<file path="config.mk">
export PLATFORM = sky130hd
export DESIGN_NAME = controle_rega
export DESIGN_NICKNAME = d
export VERILOG_FILES = /design/src/rtl/rega_pkg.sv /design/src/rtl/filtro_sensor.sv /design/src/rtl/controle_rega.sv
export SDC_FILE = /design/constraint.sdc
export NUM_CORES = 1
export LEC_CHECK = 0
export BUFFER_PORTS_ARGS = -buffer_cell sky130_fd_sc_hd__buf_2
export CORE_UTILIZATION = 48
export CTS_CLUSTER_SIZE = 12
export DETAILED_ROUTE_END_ITERATION = 12
export PLACE_DENSITY = 0.82
export SLEW_MARGIN = 20
export SYNTH_ARGS = -nofsm -noshare
export SYNTH_HDL_FRONTEND = slang
export SYNTH_HIERARCHICAL = 1
export SYNTH_SLANG_ARGS = --single-unit
</file>
<file path="constraint.sdc">
create_clock -name clock -period 2 [get_ports clock]
set_input_delay 0.4 -clock clock [delete_from_list [all_inputs] [get_ports clock]]
set_output_delay 0.4 -clock clock [all_outputs]
set_load 0.1 [all_outputs]
</file>
<file path="src/rtl/rega_pkg.sv">
// Shared definitions for the irrigation controller: state encoding, default
// periods and the tank-level consistency rule.
package rega_pkg;

    typedef enum logic [2:0] {
        StOcioso     = 3'd0,
        StGotejando  = 3'd1,
        StAspersando = 3'd2,
        StPausa      = 3'd3,
        StFalha      = 3'd4
    } estado_t;

    localparam int unsigned TempoGotejoDef   = 30;
    localparam int unsigned TempoAspersaoDef = 10;
    localparam int unsigned TempoPausaDef    = 20;
    localparam int unsigned FiltroDef        = 3;

    // Water above a level implies water at every level below it.
    function automatic logic nivel_inconsistente(input logic high, input logic mediun,
                                                 input logic low);
        return (high & ~mediun) | (mediun & ~low);
    endfunction

endpackage

</file>
<file path="src/rtl/filtro_sensor.sv">
// Tank-level sensor filter: flags critical level, debounces level
// inconsistencies over FILTRO consecutive clocks and latches erro until cleared.
module filtro_sensor
    import rega_pkg::*;
#(
    parameter int unsigned FILTRO = FiltroDef
) (
    input  logic clock,
    input  logic reset,
    input  logic high,
    input  logic mediun,
    input  logic low,
    input  logic limpar,
    output logic inconsistente,
    output logic critico,
    output logic erro
);

    localparam logic [4:0] Limite = 5'(FILTRO);

    logic [3:0] contagem_q;
    logic       erro_q;

    assign inconsistente = nivel_inconsistente(high, mediun, low);
    assign critico       = ~low;
    assign erro          = erro_q;

    // Run-length count of inconsistent clocks; erro latches once the run reaches FILTRO.
    always_ff @(posedge clock) begin
        if (reset || limpar) begin
            contagem_q <= 4'd0;
            erro_q     <= 1'b0;
        end else if (inconsistente) begin
            if (contagem_q != 4'hF) begin
                contagem_q <= contagem_q + 4'd1;
            end
            if (({1'b0, contagem_q} + 5'd1) >= Limite) begin
                erro_q <= 1'b1;
            end
        end else begin
            contagem_q <= 4'd0;
        end
    end

endmodule

</file>
<file path="src/rtl/controle_rega.sv">
// Irrigation controller: chooses drip or sprinkler watering from air/soil/
// temperature sensors, enforces a rest period and handles tank-level faults.
// Optional feature: define REGA_CONTADOR_CICLOS_EN to add the ciclosRega
// completed-watering counter output.
module controle_rega
    import rega_pkg::*;
#(
    parameter int unsigned TEMPO_GOTEJO   = TempoGotejoDef,
    parameter int unsigned TEMPO_ASPERSAO = TempoAspersaoDef,
    parameter int unsigned TEMPO_PAUSA    = TempoPausaDef,
    parameter int unsigned FILTRO         = FiltroDef
) (
    input  logic       clock,
    input  logic       reset,
    input  logic       tickSegundo,
    input  logic       umidadeAr,
    input  logic       umidadeSolo,
    input  logic       temperatura,
    input  logic       high,
    input  logic       mediun,
    input  logic       low,
    input  logic       reconhecer,
    output logic       gotejamento,
    output logic       aspersao,
    output logic       valvulaEntrada,
    output logic       erro,
    output logic       alarme,
    output logic [2:0] estado,
    output logic [7:0] tempoRestante
`ifdef REGA_CONTADOR_CICLOS_EN
    ,
    output logic [15:0] ciclosRega
`endif
);

    localparam logic [7:0] PerGotejo   = 8'(TEMPO_GOTEJO);
    localparam logic [7:0] PerAspersao = 8'(TEMPO_ASPERSAO);
    localparam logic [7:0] PerPausa    = 8'(TEMPO_PAUSA);

    estado_t    estado_q, estado_d;
    logic [7:0] tempo_q, tempo_d;
    logic       gotejamento_q, aspersao_q, valvula_q, alarme_q;
    logic       gotejamento_d, aspersao_d, valvula_d, alarme_d;
    logic       inconsistente, critico, limpar;

    filtro_sensor #(
        .FILTRO(FILTRO)
    ) u_filtro (
        .clock        (clock),
        .reset        (reset),
        .high         (high),
        .mediun       (mediun),
        .low          (low),
        .limpar       (limpar),
        .inconsistente(inconsistente),
        .critico      (critico),
        .erro         (erro)
    );

    // State and timer register.
    always_ff @(posedge clock) begin
        if (reset) begin
            estado_q <= StOcioso;
            tempo_q  <= 8'd0;
        end else begin
            estado_q <= estado_d;
            tempo_q  <= tempo_d;
        end
    end

    // Next state; the if-chain order encodes the same-edge priority.
    always_comb begin
        estado_d = estado_q;
        tempo_d  = tempo_q;
        limpar   = 1'b0;
        if (estado_q == StFalha) begin
            tempo_d = 8'd0;
            if (reconhecer && !inconsistente) begin
                estado_d = StOcioso;
                limpar   = 1'b1;
            end
        end else if (erro) begin
            estado_d = StFalha;
            tempo_d  = 8'd0;
        end else begin
            case (estado_q)
                StOcioso: begin
                    if (!umidadeSolo && !alarme_q) begin
                        if (!umidadeAr || (mediun && !temperatura)) begin
                            estado_d = StAspersando;
                            tempo_d  = PerAspersao;
                        end else begin
                            estado_d = StGotejando;
                            tempo_d  = PerGotejo;
                        end
                    end
                end
                StGotejando, StAspersando: begin
                    if (critico || umidadeSolo || (tickSegundo && tempo_q == 8'd1)) begin
                        estado_d = StPausa;
                        tempo_d  = PerPausa;
                    end else if (tickSegundo && tempo_q != 8'd0) begin
                        tempo_d = tempo_q - 8'd1;
                    end
                end
                StPausa: begin
                    if (tickSegundo && tempo_q == 8'd1) begin
                        estado_d = StOcioso;
                        tempo_d  = 8'd0;
                    end else if (tickSegundo && tempo_q != 8'd0) begin
                        tempo_d = tempo_q - 8'd1;
                    end
                end
                default: begin
                    estado_d = StOcioso;
                    tempo_d  = 8'd0;
                end
            endcase
        end
    end

    // Output decode from the upcoming state so registered outputs track estado.
    always_comb begin
        gotejamento_d = (estado_d == StGotejando);
        aspersao_d    = (estado_d == StAspersando);
        valvula_d     = ~high & ~erro & (estado_d != StFalha);
        alarme_d      = erro | critico;
    end

    // Registered drive outputs.
    always_ff @(posedge clock) begin
        if (reset) begin
            gotejamento_q <= 1'b0;
            aspersao_q    <= 1'b0;
            valvula_q     <= 1'b0;
            alarme_q      <= 1'b0;
        end else begin
            gotejamento_q <= gotejamento_d;
            aspersao_q    <= aspersao_d;
            valvula_q     <= valvula_d;
            alarme_q      <= alarme_d;
        end
    end

    assign gotejamento    = gotejamento_q;
    assign aspersao       = aspersao_q;
    assign valvulaEntrada = valvula_q;
    assign alarme         = alarme_q;
    assign estado         = estado_q;
    assign tempoRestante  = tempo_q;

`ifdef REGA_CONTADOR_CICLOS_EN
    logic [15:0] ciclos_q;
    logic        fim_rega;

    assign fim_rega = ((estado_q == StGotejando) || (estado_q == StAspersando))
                      && (estado_d == StPausa);

    // Saturating count of watering periods that ended in a rest.
    always_ff @(posedge clock) begin
        if (reset) begin
            ciclos_q <= 16'd0;
        end else if (fim_rega && ciclos_q != 16'hFFFF) begin
            ciclos_q <= ciclos_q + 16'd1;
        end
    end

    assign ciclosRega = ciclos_q;
`endif

endmodule

</file>
==> flow_summary.toml, run 1 <==
[run_status]
status = "finished clean"

[floorplan]
die_w_microns = 51.5
initial_core_util_pct = 52.1
coreArea_sq_um = 2250
fp.dieH_microns = 51.5
std_cell_rows = 17
dieArea_sq_um = 2650
io_pins = 26

[setup_path]
crit_chain = "inv_2 > ha_2 > or4bb_4 > o22a_1 > or4_4 > and3_1"
arrival_ns = 2.18
cp_slowest_stage_delay_ns = 0.47
crit_family = "simple AND/OR/NAND/NOR gates"
cpMaxStageDelayCell = "or4bb_4"
crit_path_max_fanout = 3
cp_num_buf_inv = 1
worstSetupPathType = "reg2reg"
end_kind = "register"
rrSetupSlack_ns = 0.04
critical_path.startpoint_type = "register"
critPathRequiredTime_ns = 2.22

[cells_and_area]
syn_to_final_growth_pct = 22.4
nets = 195
antennaDiodeCount = 0
layout_commonest_cell = "buf_2"
drive_above_1_share_pct = 31.1
final_cell_mix = "25 x buf_2, 15 x nor2_1, 14 x nor3_1"
final_cell_area_sq_um = 1440

[synthesis]
synth.area.mux_share_pct = 0
synth_top_family_by_area = "simple AND/OR/NAND/NOR gates"
synth_edf_count = 0
synth_area_per_cell_sq_um = 7.89
ys_types = 47
yosys.area_share.simple_pct = 32.7
netlist_instances = 149
async_flop_share_pct = 0
synth_compound_area_share_pct = 22.9
synth_xor_area_share_pct = 0.745
ys_ff_latch = 20
synth_fa_ha_area_share_pct = 4.26
seq_area_frac_synth_pct = 34.1
yosys_most_used_dff = "dfxtp_1"
synth_area_sq_um = 1170
synth_warnings = 6
synthesis.nets = 163

[grt]
grt_max_degree = 12
grt.overflow.total = 0
grt_pass1_wl_mm = 4.86
grt_pass1_vias = 1170
grt_usage_pct = 24.1
antenna_found_initial = 0

[hold_path]
hp-class = "in2reg"

[clock_tree]
clock-sinks = 20
worst_skew_pair.late_latency_ns = 0.31
cts_buffers = 3
root_buffer = "clkbuf_4"
htreeDepth = 1
clockBufferDepth = 2
cts_tree = "done"
clk_pin_slew_ns = 0.12

[pwr]
power_mw = 1.98
p_leak_nw = 0.601
powerDensity_nw_per_um2 = 1380
ir_drop_v = 0.00108

[place]
post-dp-hpwl_mm = 2.19
port_buffers = 25
place_congestion = 0.910
placed_cell_area_sq_um = 1380

[route]
via_per_inst = 6.04
drtIter0Drc = 38
drtPass1Iterations = 4
drtAntennaViolNets = 0
drc_errors = 0
wire_per_inst_microns = 13.7
wl_mm = 2.85
vias = 1257

[sta]
worst_pin_slew_ns = 0.490
min_period_over_period_pct = 98.0
final_hold_viol_count = 0
drv_slew = 0
fin_crit_ns = 1.96
setup_viol = 0
relSlewSlack_pct = 67.6
fmax_mhz = 510
finClkSkew_ns = 0.000820
holdWs_ns = 0.253
rsz0062_at_grt = "yes"

[flow_run]
max_cap_violations = 0
## where the power goes
| part | internal (mW) | switching, mW | total [mW] | leakage (nW) |
|---|---|---|---|---|
| combinational | 0.311 | 0.822 | 1.13 | 0.410 |
| clock | 0.111 | 0.131 | 0.242 | 0.0210 |
| sequential | 0.492 | 0.111 | 0.603 | 0.170 |
| total | 0.914 | 1.06 | 1.98 | 0.601 |
## stage by stage
step | instances | TNS [ns] | worst slack [ns] | utilization [%]
2_1_floorplan | 149 | -0.0829 | -0.0829 | -
3_3_place_gp | 203 | 0 | 0.0761 | 61.4
3_5_place_dp | 203 | 0 | 0.0308 | 61.4
4_1_cts | 207 | 0 | 0.0104 | 63.0
5_1_grt | 208 | -0.0529 | -0.0226 | 63.8
6_report | 208 | 0 | 0.0401 | 63.8
## synth_stat cells (2+ instances only)
master    count  area share [%]
nor4_1        4             2.1
nor3_1       14             6.0
o211ai_1      2             1.3
buf_2         2            0.85
nand2_1      10             3.2
clkbuf_1      3            0.96
nand3_1       6             2.6
inv_1        11             3.5
a311oi_1      2             1.5
nand4_1       2             1.1
o311ai_0      2             1.5
o21ai_0       4             1.7
a31oi_1       6             3.2
nor2_1       15             4.8
dfxtp_1      20              34
nor3b_1       3             1.9
a21oi_1       6             2.6
or4_1         2             1.3
ha_1          4             4.3
a211oi_1      4             2.6
## metal layers
metal | share of wire [%] | global-route usage [%]
met1 | 45 | 30.1
met2 | 49 | 40.7
met3 | 5.0 | 4.17
met4 | 1.2 | 9.46
met5 | 0 | 0
## path summary, 6_finish.rpt
path         cells after the start                       endpoint                     startpoint
max                              6         gotejamento$_SDFF_PP0_  tempoRestante[1]$_SDFFE_PP0P_
min                              2      valvulaEntrada$_SDFF_PP0_                           high
max reg2reg                      6         gotejamento$_SDFF_PP0_  tempoRestante[1]$_SDFFE_PP0P_
min reg2reg                      2  tempoRestante[6]$_SDFFE_PP0P_  tempoRestante[6]$_SDFFE_PP0P_
## flip-flops by register name, summed over array words and instances, names as in the netlist
name and count:
u_filtro/erro 1, gotejamento 1, alarme 1, valvulaEntrada 1
u_filtro/contagem_q 4, tempoRestante 8, estado 3, aspersao 1
## area by class of cell
class	count	area, sq um
Fill cell	212	817
Multi-Input combinational cell	113	722
Sequential cell	20	425
Timing Repair Buffer	32	178
Inverter	11	41.3
Clock buffer	4	36.3
Tap cell	28	35.0
## repair_timing
| action | CTS | global route |
|---|---|---|
| resized for setup | 0 | 4 |
| hold buffers | 0 | 0 |
| endpoints found under the setup margin | 0 | 4 |
| setup buffers | 0 | 1 |
## worst register-to-register path, stage by stage, from the launching register on
cell     delay, ns
dfxtp_4       0.36
inv_2         0.06
ha_2          0.17
or4bb_4       0.47
o22a_1        0.23
or4_4         0.42
and3_1        0.17
## cell families after synthesis
logic type | after synthesis
AO/OA/AOI/OAI | 38
XOR/XNOR | 1
adder cells (fa/ha/maj) | 4
buffers and inverters | 16
flip-flops | 20
AND/OR/NAND/NOR | 70
Power figures use the tool's default switching activity.
==> run 2, diff against run 1 <==
--- a/config.mk
+++ b/config.mk
@@ -5,10 +5,12 @@
 export SDC_FILE = /design/constraint.sdc
 export NUM_CORES = 1
 export LEC_CHECK = 0
+export ABC_CLOCK_PERIOD_IN_PS = 2000
 export BUFFER_PORTS_ARGS = -buffer_cell sky130_fd_sc_hd__buf_2
 export CORE_UTILIZATION = 48
 export CTS_CLUSTER_SIZE = 12
 export DETAILED_ROUTE_END_ITERATION = 12
+export MAX_ROUTING_LAYER = met4
 export PLACE_DENSITY = 0.82
 export SLEW_MARGIN = 20
 export SYNTH_ARGS = -nofsm -noshare
==> run 2 against run 1 <==
Against the previous run: setup slack gained 0.012 ns; first-iteration DRC count shrank 26%; die area is the same.
==> flow_summary.toml, run 2 (synthesis results as in run 1) <==
[run_status]
status = "finished clean"

[cells_and_area]
drive_above_1_share_pct = 30.9
antennaDiodeCount = 0
largest_register_ffs = 8
nets = 196
syn_to_final_growth_pct = 23.5
final_core_util_pct = 64.4
final_cell_mix = "25 x buf_2, 15 x nor2_1, 14 x nor3_1"
layout_commonest_cell = "buf_2"

[clock_tree]
cts_tree = "done"
clk_pin_slew_ns = 0.12
clock-sinks = 20
worst_skew_pair.late_latency_ns = 0.31
clockBufferDepth = 2
cts_buffers = 3
root_buffer = "clkbuf_4"
htreeDepth = 1

[sta]
relSlewSlack_pct = 67.8
final_hold_viol_count = 0
fin_ws_ns = 0.0521
drv_slew = 0
fin_crit_ns = 1.95
fmax_mhz = 513
worst_pin_slew_ns = 0.486
min_period_over_period_pct = 97.4
rsz0062_at_grt = "no"
setup_viol = 0
finClkSkew_ns = 0.00504

[floorplan]
initial_core_util_pct = 52.1
dieArea_sq_um = 2650
io_pins = 26
coreArea_sq_um = 2250
std_cell_rows = 17
die_w_microns = 51.5
fp.dieH_microns = 51.5

[pwr]
ir_drop_v = 0.00125
p_leak_nw = 0.606
powerDensity_nw_per_um2 = 1380

[route]
vias = 1271
drtAntennaViolNets = 0
drtIter0Drc = 28
via_per_inst = 6.08
drtPass1Iterations = 4
drc_errors = 0
wl_mm = 2.98
wire_per_inst_microns = 14.3

[setup_path]
critPathRequiredTime_ns = 2.22
cp_slowest_stage_delay_ns = 0.46
crit_family = "simple AND/OR/NAND/NOR gates"
worst_r2r_path_depth = 6
r2r-start = "tempoRestante[1]$_SDFFE_PP0P_"
r2r_end = "gotejamento$_SDFF_PP0_"
worstSetupPathType = "reg2reg"
crit_path_max_fanout = 3
critical_path.startpoint_type = "register"
cp_num_buf_inv = 1
end_kind = "register"
arrival_ns = 2.17
crit_chain = "inv_2 > ha_4 > or4bb_4 > o22a_1 > or4_1 > and3_1"
cpMaxStageDelayCell = "or4bb_4"
rrSetupSlack_ns = 0.05

[place]
port_buffers = 25
post-dp-hpwl_mm = 2.23
pre_cts_slack_ns = 0.0259
place_congestion = 0.913

[grt]
antenna_found_initial = 0
grt_pass1_vias = 1154
grt.overflow.total = 0
grt_usage_pct = 25.3
grt_pass1_wl_mm = 4.96
grt_max_degree = 12

[hold_path]
holdPathStages = 2
hp-class = "in2reg"
hold_end = "valvulaEntrada$_SDFF_PP0_"
min_from = "high"

[flow_run]
max_cap_violations = 0
[run 2: worst max path at each step]
stage	startpoint	endpoint	slack (ns)	cells after the start
final	tempoRestante[1]$_SDFFE_PP0P_	gotejamento$_SDFF_PP0_	0.05	6
after CTS	tempoRestante[1]$_SDFFE_PP0P_	gotejamento$_SDFF_PP0_	0.02	6
after floorplan	tempoRestante[5]$_SDFFE_PP0P_	gotejamento$_SDFF_PP0_	-0.08	5
after global routing	tempoRestante[1]$_SDFFE_PP0P_	gotejamento$_SDFF_PP0_	0.01	6
after detailed placement	tempoRestante[1]$_SDFFE_PP0P_	gotejamento$_SDFF_PP0_	0.03	6
after global placement	tickSegundo	gotejamento$_SDFF_PP0_	0.08	5
[run 2: power breakdown]
| part | internal [mW] | switching, mW | total (mW) |
|---|---|---|---|
| Clock | 0.111 | 0.133 | 0.245 |
| Combinational | 0.320 | 0.838 | 1.16 |
| Sequential | 0.492 | 0.114 | 0.606 |
| Total | 0.923 | 1.09 | 2.01 |
[run 2: timing repair]
| item | in CTS | in global routing |
|---|---|---|
| resized for setup | 3 | 2 |
| pin swaps | 0 | 0 |
| buffers inserted | 0 | 1 |
| hold buffers | 0 | 0 |
| setup endpoints to repair | 1 | 3 |
[run 2: layout make-up]
class,count,area (sq um)
inverters,11,41.3
repair buffers,33,185
multi-input cells,113,728
fillers,222,803
well taps,28,35.0
flip-flops and latches,20,425
clock buffers,4,36.3
[run 2: per-layer routing]
metal / up-vias / routed length (microns) / global-route usage (%)
li1: 628 / - / -
met1: 586 / 1340 / 30.9
met2: 52 / 1430 / 43.5
met5: - / 0 / -
met4: 0 / 41 / 8.11
met3: 5 / 170 / 2.68
[run 2: worst register-to-register path, cell delays in order, from the launching register on]
cell,delay (ns)
dfxtp_4,0.37
inv_2,0.08
ha_4,0.13
or4bb_4,0.46
o22a_1,0.23
or4_1,0.42
and3_1,0.18
[run 2: stage by stage]
step                total power [mW]  hold slack [ns]  setup TNS (ns)  area [sq um]  instances
finish                          2.01            0.254               0          1450        209
global placement                1.70            0.482               0          1390        204
CTS                             1.99            0.247               0          1430        208
detailed placement              1.73            0.490               0          1390        204
global route                    2.11            0.250               0          1450        209
floorplan                       1.49            0.472         -0.0829          1200        149
==> run 3, diff against run 2 <==
--- a/config.mk
+++ b/config.mk
@@ -12,6 +12,7 @@
 export DETAILED_ROUTE_END_ITERATION = 12
 export MAX_ROUTING_LAYER = met4
 export PLACE_DENSITY = 0.82
+export RECOVER_POWER = 100
 export SLEW_MARGIN = 20
 export SYNTH_ARGS = -nofsm -noshare
 export SYNTH_HDL_FRONTEND = slang
==> run 3 against run 2 <==
Against the previous run: critical path depth down 1; register-to-register slack better by 0.02 ns; non-clock buffer count unchanged; largest cell class unchanged; highest routed layer unchanged.
==> flow_summary.toml, run 3 (synthesis results as in run 1) <==
[run_status]
status = "finished clean"

[route]
wire_per_inst_microns = 14.3
via_per_inst = 5.98
wl_mm = 3.00
drc_errors = 0
drtAntennaViolNets = 0
vias = 1250
drtPass1Iterations = 4
drtIter0Drc = 26

[cells_and_area]
antennaDiodeCount = 0
layout_commonest_cell = "clkbuf_2"
num-fill-cells = 230
largest_register_ffs = 8
drive_above_1_share_pct = 27.6
final_cell_mix = "16 x clkbuf_2, 15 x nor2_1, 14 x nor3_1"
nets = 196
syn_to_final_growth_pct = 21.8
final_core_util_pct = 63.5

[sta]
worst_pin_slew_ns = 0.541
setup_viol = 0
fin_crit_ns = 1.93
min_period_over_period_pct = 96.5
final_hold_viol_count = 0
holdWs_ns = 0.256
finClkSkew_ns = 0.00433
drv_slew = 0
rsz0062_at_grt = "no"
fmax_mhz = 518
relSlewSlack_pct = 64.1

[hold_path]
hp-class = "in2reg"

[grt]
antenna_found_initial = 0
grt_pass1_vias = 1154
grt_max_degree = 12
grt.overflow.total = 0
grt_usage_pct = 25.3
grt_pass1_wl_mm = 4.96

[pwr]
p_sw_mw = 1.09
pwr-share-comb_pct = 57.7
swShare_pct = 54.7
internal_power_uw = 900
p_clk_share_pct = 12.1
p_leak_nw = 0.587
ir_drop_v = 0.00125
powerDensity_nw_per_um2 = 1390
power_mw = 1.99
pwr-share-seq_pct = 30.2

[clock_tree]
htreeDepth = 1
clk_pin_slew_ns = 0.12
cts_buffers = 3
clock-sinks = 20
worst_skew_pair.late_latency_ns = 0.31
clockBufferDepth = 2
cts_tree = "done"
root_buffer = "clkbuf_4"

[setup_path]
critPathCapture = "gotejamento$_SDFF_PP0_"
startpoint = "tempoRestante[0]$_SDFFE_PP0P_"
critPathRequiredTime_ns = 2.22
r2r-start = "tempoRestante[0]$_SDFFE_PP0P_"
end_kind = "register"
critical_path.startpoint_type = "register"
r2r_end = "gotejamento$_SDFF_PP0_"
arrival_ns = 2.15
rrSetupSlack_ns = 0.07
worstSetupPathType = "reg2reg"
crit_path_max_fanout = 5
worst_r2r_path_depth = 5

[place]
place_congestion = 0.913
port_buffers = 25
post-dp-hpwl_mm = 2.23

[floorplan]
die_w_microns = 51.5
initial_core_util_pct = 52.1
std_cell_rows = 17
io_pins = 26
dieArea_sq_um = 2650
coreArea_sq_um = 2250
fp.dieH_microns = 51.5

[flow_run]
max_cap_violations = 0
[run 3: what timing repair did]
action                                 4_1_cts  5_1_grt
gates cloned                                 0        0
setup endpoints to repair                    1        3
hold buffers                                 0        0
setup buffers                                0        1
endpoints found under the hold margin        0        0
gates resized for setup                      3        2
[run 3: per-layer routing]
metal	up-vias	global-route usage (%)	share of wire, %
met5	-	-	0
met3	5	2.68	5.9
li1	625	-	-
met1	569	30.9	45
met4	0	8.11	1.4
met2	51	43.5	48
[run 3: how the worst min path moves through the flow]
stage,startpoint,to,slack [ns],cells after the start
floorplan,reset,estado[2]$_SDFF_PP0_,0.47,1
global placement,tempoRestante[6]$_SDFFE_PP0P_,tempoRestante[6]$_SDFFE_PP0P_,0.48,2
detailed placement,tempoRestante[6]$_SDFFE_PP0P_,tempoRestante[6]$_SDFFE_PP0P_,0.49,2
CTS,high,valvulaEntrada$_SDFF_PP0_,0.25,2
global route,high,valvulaEntrada$_SDFF_PP0_,0.25,2
finish,high,valvulaEntrada$_SDFF_PP0_,0.26,2
[run 3: cell type report]
type / count / area, sq um / share of cell area (%)
inverters: 11 / 41.3 / 2.88
flip-flops and latches: 20 / 413 / 28.8
clock buffers: 4 / 36.3 / 2.53
well taps: 28 / 35.0 / 2.45
multi-input cells: 113 / 728 / 50.9
repair buffers: 33 / 178 / 12.4
[run 3: stage by stage]
step / cells / cell area (sq um) / TNS, ns / setup slack (ns)
final: 209 / 1430 / 0 / 0.0692
after global routing: 209 / 1430 / 0 / 0.00656
after CTS: 208 / 1430 / 0 / 0.0166
after detailed placement: 204 / 1390 / 0 / 0.0259
after global placement: 204 / 1390 / 0 / 0.0763
after floorplan: 149 / 1200 / -0.0829 / -0.0829
[run 3: power groups by stage]
stage | clock network, mW | logic [mW] | registers (mW)
after floorplan | 0 | 0.433 | 1.06
final | 0.241 | 1.14 | 0.600
after global routing | 0.265 | 1.22 | 0.611
after detailed placement | 0 | 1.12 | 0.611
after CTS | 0.250 | 1.13 | 0.605
after global placement | 0 | 1.10 | 0.602
[run 3: critical path: stages (launching register included)]
cell and delay, ns:
dfxtp_2 0.41, ha_4 0.15, or4bb_4 0.46, o22a_1 0.23
or4_1 0.42, and3_1 0.18
